==> src/rtl/motor_pwm.sv <==
// motor_pwm: H-bridge drive from a 2-bit motor command, with soft-start duty ramp, reversal dead time and period-aligned duty updates.
// Optional feature macro: MOTOR_RAMP_EN (soft-start ramp); when undefined, duty jumps straight to DUTY_MAX.
module motor_pwm #(
    parameter int PERIOD       = 1000,
    parameter int DUTY_START   = 300,
    parameter int DUTY_MAX     = 800,
    parameter int RAMP_STEP    = 25,
    parameter int DEAD_PERIODS = 2
) (
    input  logic        clkus,
    input  logic        rst,
    input  logic [1:0]  motor,
    output logic        in1,
    output logic        in2,
    output logic        pwm,
    output logic [15:0] duty,
    output logic        settled
);
    typedef enum logic [2:0] {IDLE, FWD, REV, DEAD, BRAKE} state_t;

    localparam logic [15:0] P_LAST = 16'(PERIOD - 1);
    localparam logic [15:0] D_MAX  = 16'(DUTY_MAX);
    localparam logic [15:0] D_DEAD = 16'(DEAD_PERIODS);

    if (DUTY_START > DUTY_MAX || DUTY_MAX > PERIOD || RAMP_STEP < 1 || DEAD_PERIODS < 1) begin : g_bad_params
        $error("motor_pwm: inconsistent parameters");
    end

    state_t      state, state_n, target, target_n;
    logic [1:0]  motor_q;
    logic [15:0] pcnt, pcnt_n, duty_n, dead_cnt, dead_cnt_n, duty_step, d_load;
    logic        wrap, changed, drive_n;

`ifdef MOTOR_RAMP_EN
    logic [16:0] sum;
    assign sum       = {1'b0, duty} + 17'(RAMP_STEP);
    assign duty_step = sum > 17'(DUTY_MAX) ? D_MAX : sum[15:0];
    assign d_load    = 16'(DUTY_START);
`else
    assign duty_step = duty;
    assign d_load    = D_MAX;
`endif

    always_comb begin
        wrap     = pcnt == P_LAST;
        state_n  = state;
        target_n = target;
        case (state)
            IDLE:  state_n = motor_q == 2'b01 ? FWD : motor_q == 2'b10 ? REV : motor_q == 2'b11 ? BRAKE : IDLE;
            FWD:   state_n = motor_q == 2'b00 ? IDLE : motor_q == 2'b11 ? BRAKE : motor_q == 2'b10 ? DEAD : FWD;
            REV:   state_n = motor_q == 2'b00 ? IDLE : motor_q == 2'b11 ? BRAKE : motor_q == 2'b01 ? DEAD : REV;
            BRAKE: state_n = motor_q == 2'b00 ? IDLE : motor_q == 2'b01 ? FWD : motor_q == 2'b10 ? REV : BRAKE;
            DEAD: begin
                target_n = motor_q == 2'b01 ? FWD : motor_q == 2'b10 ? REV : target;
                state_n  = motor_q == 2'b00 ? IDLE : motor_q == 2'b11 ? BRAKE :
                           (wrap && dead_cnt == 16'd1) ? target_n : DEAD;
            end
            default: state_n = IDLE;
        endcase
        if (state != DEAD)
            target_n = state == FWD ? REV : FWD;
        changed    = state_n != state;
        pcnt_n     = (changed || wrap) ? 16'd0 : pcnt + 16'd1;
        drive_n    = state_n == FWD || state_n == REV;
        // A command change wins over the boundary ramp step.
        duty_n     = !drive_n ? 16'd0 : changed ? d_load : wrap ? duty_step : duty;
        dead_cnt_n = state_n != DEAD ? 16'd0 : changed ? D_DEAD : wrap ? dead_cnt - 16'd1 : dead_cnt;
    end

    always_ff @(posedge clkus) begin
        if (rst) begin
            state    <= IDLE;
            target   <= FWD;
            motor_q  <= 2'b00;
            pcnt     <= '0;
            dead_cnt <= '0;
            duty     <= '0;
            in1      <= 1'b0;
            in2      <= 1'b0;
            pwm      <= 1'b0;
            settled  <= 1'b0;
        end else begin
            state    <= state_n;
            target   <= target_n;
            motor_q  <= motor;
            pcnt     <= pcnt_n;
            dead_cnt <= dead_cnt_n;
            duty     <= duty_n;
            in1      <= state_n == FWD || state_n == BRAKE;
            in2      <= state_n == REV || state_n == BRAKE;
            pwm      <= state_n == BRAKE || (drive_n && pcnt_n < duty_n);
            settled  <= drive_n && duty_n == D_MAX;
        end
    end
endmodule

==> config.mk <==
export PLATFORM = sky130hd
export DESIGN_NAME = motor_pwm
export DESIGN_NICKNAME = d
export VERILOG_FILES = /design/src/rtl/motor_pwm.sv
export SDC_FILE = /design/constraint.sdc
export NUM_CORES = 1
export LEC_CHECK = 0
export CAP_MARGIN = 40
export CELL_PAD_IN_SITES_DETAIL_PLACEMENT = 0
export CELL_PAD_IN_SITES_GLOBAL_PLACEMENT = 1
export CORE_ASPECT_RATIO = 0.8
export CORE_MARGIN = 5
export CORE_UTILIZATION = 44
export CTS_CLUSTER_DIAMETER = 200
export DETAILED_ROUTE_END_ITERATION = 10
export PLACE_DENSITY_LB_ADDON = 0.1
export SYNTH_ARGS = -nofsm -noshare
export SYNTH_HDL_FRONTEND = slang
export SYNTH_SLANG_ARGS = --single-unit
==> constraint.sdc <==
create_clock -name clkus -period 5.4 [get_ports clkus]
set_input_delay 1.62 -clock clkus [delete_from_list [all_inputs] [get_ports clkus]]
set_output_delay 1.62 -clock clkus [all_outputs]
set_load 0.1 [all_outputs]
==> run metrics <==
sequential share of the synthesized area 37.8%; routability cong. 0.759; DRT iter0 DRCs 52; die area 8900 µm²; Clock Pin Slew Worst Setup and Hold Paths 0.08 ns; WHS Path Cells 1; Area contributors post-synth dfxtp_1, ha_1, nor2_1; RR Startpoint pcnt[0]; GR Overflow Total 0; layout cells sized above 1 11.3%; CP required 5.68 ns; WL/cell 14.2 µm; HPWL after DPL 5.30 mm; cts hold-fix bufs 0; initial antenna violation count 0; power per cell area 246 nW/µm²; # nets final 431; final hold vios 0; core area 6890 µm²; EDFF count, synth 0; Yosys reg bits 59; Comb power frac 13.3%; synthesized net count 391; Most Frequent Cell on Critical Path a21o_1; CTS buffer count 9; crit path max fanout 15; Synth Warn # 0; syn_area_per_cell 8.63 µm²; Crit. End Element flop; post-cts sizing count 0; Worst path slowest cell or3b_1; Max-slew headroom 62.4%; clk_lat worst skew 0.34 ns; final setup fails 0; Post-CTS Setup Inserts 0; Rows 27; Syn Inst Count 362; die height 85.4 µm; DRC 0; fin crit share 81.5%; area grow syn2layout 23.7%; number of diodes 0; Hold WS 0.517 ns; Max Fclk 227 MHz; reg2reg end pwm; P_leak 1.52 nW; min Tclk post-route 4.40 ns; # fillers 645; Routed Antenna Nets 0; worst path cell trace ha_1, and4bb_2, nand4_1, or3b_1, a21oi_2, a21o_1, nand2b_1, nor2_1, ha_1, a21o_1, a21o_1, a21oi_1, o211a_1, a31oi_1, a211oi_1, nand2b_1; CTS tree built; Synth Cell Area 3120 µm²; DR vias 2,481; Sw Ratio 30.5%; H-tree lvl count 3; clk sinks 59; Buf/Inv on CP 0; DR pass1 iterations 4; Root Driver clkbuf_8; Vias/cell 5.02; port bufs 23; largest net degree at the start of global routing 17; Netlist cell types 56; Clock Path Buffers 2; final WL 6.99 mm; reg-to-reg slack, setup 1.00 ns; worst hold-check path type flop to flop; leading area contributor after synthesis dfxtp_1; crit path launch type flop; Post-synth top flop dfxtp_1; post-synth top area share 37.8%; number of global-route vias before repair 2,427; cell internal pwr 0.000661 W; clock power share 39.3%; unrepaired setup endpoints after global routing false; worst hold start duty[13]; Worst R2R Path Depth 16; Top Ports 24; crit-path leading delay family compound AO/OA/AOI/OAI gates; worst vdd ir 0.159 mV; GRT Total Usage 16.8%; CP arrival 4.68 ns; CP Class flop to flop; first-pass GRT wire length 12.0 mm; Least-Margin Pin Slew 0.563 ns; MaxCap Viol Count 0; initial core utilization 45.3%; post-synthesis async set-or-reset flop share 0%; Crit path largest cell delay 0.45 ns; max-slew violation count 0; Hold EP duty[13]; status complete, no violations; Fin Clk Skew 0.0117 ns; sw power 0.000290 W; Sum Neg Setup Slack 0 ns; Die X 104 µm; sequential power share 47.5%
layout make-up:
class                      instances  area (µm²)  share of cell area [%]
sequential                        59        1180                    30.6
clock buffer                       9         124                    3.20
tap                               87         109                    2.82
multi-input combinational        281        1830                    47.4
timing repair buffer              43         531                    13.7
inverter                           8        30.0                   0.777
clock inverter                     7        58.8                    1.52
cells in the mapped netlist, types with 8 or more instances:
library cell,number
and2_1,15
dfxtp_1,59
ha_1,25
inv_1,8
nand2_1,28
nand4_1,8
nor2_1,72
nor3_1,9
o21ai_0,9
xnor2_1,14
xor2_1,15
kinds of logic after synthesis:
group | synth area share, %
AND/OR/NAND/NOR | 32.0
flip-flops | 37.8
AO/OA/AOI/OAI | 8.09
XOR/XNOR | 8.13
adder cells (fa/ha/maj) | 10.0
buffers and inverters | 3.56
multiplexers | 0.360
state kept, by name, summed over array words and instances, names as in the netlist:
name / cells
motor_q: 2
dead_cnt: 16
in2: 1
target: 2
state: 3
pwm: 1
in1: 1
duty: 16
settled: 1
pcnt: 16
power by group through the flow:
| stage | sequential [W] | combinational (W) | clock [W] |
|---|---|---|---|
| 4_1_cts | 0.000451 | 0.000127 | 0.000384 |
| 2_1_floorplan | 0.000485 | 0.0000684 | 0 |
| 6_report | 0.000451 | 0.000126 | 0.000374 |
| 5_1_grt | 0.000452 | 0.000139 | 0.000407 |
| 3_3_place_gp | 0.000461 | 0.000114 | 0 |
| 3_5_place_dp | 0.000461 | 0.000126 | 0 |
how the worst max path moves through the flow:
stage                     slack, ns   to  startpoint  depth (start not counted)
after detailed placement       1.06  pwm     pcnt[0]                         16
after floorplan                1.65  pwm     pcnt[0]                         18
after CTS                      1.04  pwm     pcnt[0]                         16
after global placement         1.24  pwm     pcnt[0]                         16
final                          1.00  pwm     pcnt[0]                         16
after global routing           0.69  pwm     pcnt[0]                         16
placed cells by master, fill, tap and decap left out, drive strengths merged, types with 7 or more instances in the layout:
master,instances
nor2,72
dfxtp,59
nand2,28
ha,25
clkdlybuf4s50,23
buf,20
and2,16
xor2,15
xnor2,14
inv,11
nor3,9
o21ai,9
clkbuf,9
nand4,8
a21oi,8
nand2b,7
a21o,7
nand3,7
per-layer routing:
layer  up-vias  routed length [µm]  GRT usage (%)
li1       1315                   -              -
met5         -                   0              0
met2        40                2760           23.4
met3        10                 264           4.79
met1      1116                3870           24.6
met4         0                  99           5.65
per-stage QoR:
stage / instance area, µm² / setup slack, ns / instances / utilization, % / total power [W]
after detailed placement: 3680 / 1.06 / 478 / 53.4 / 0.000587
after CTS: 3860 / 1.04 / 494 / 56.1 / 0.000962
final: 3860 / 1.00 / 494 / 56.1 / 0.000951
after global routing: 3860 / 0.687 / 494 / 56.1 / 0.000998
after global placement: 3380 / 1.24 / 458 / 49.1 / 0.000575
after floorplan: 3120 / 1.65 / 362 / - / 0.000553
(Power assumes the default switching activity.)
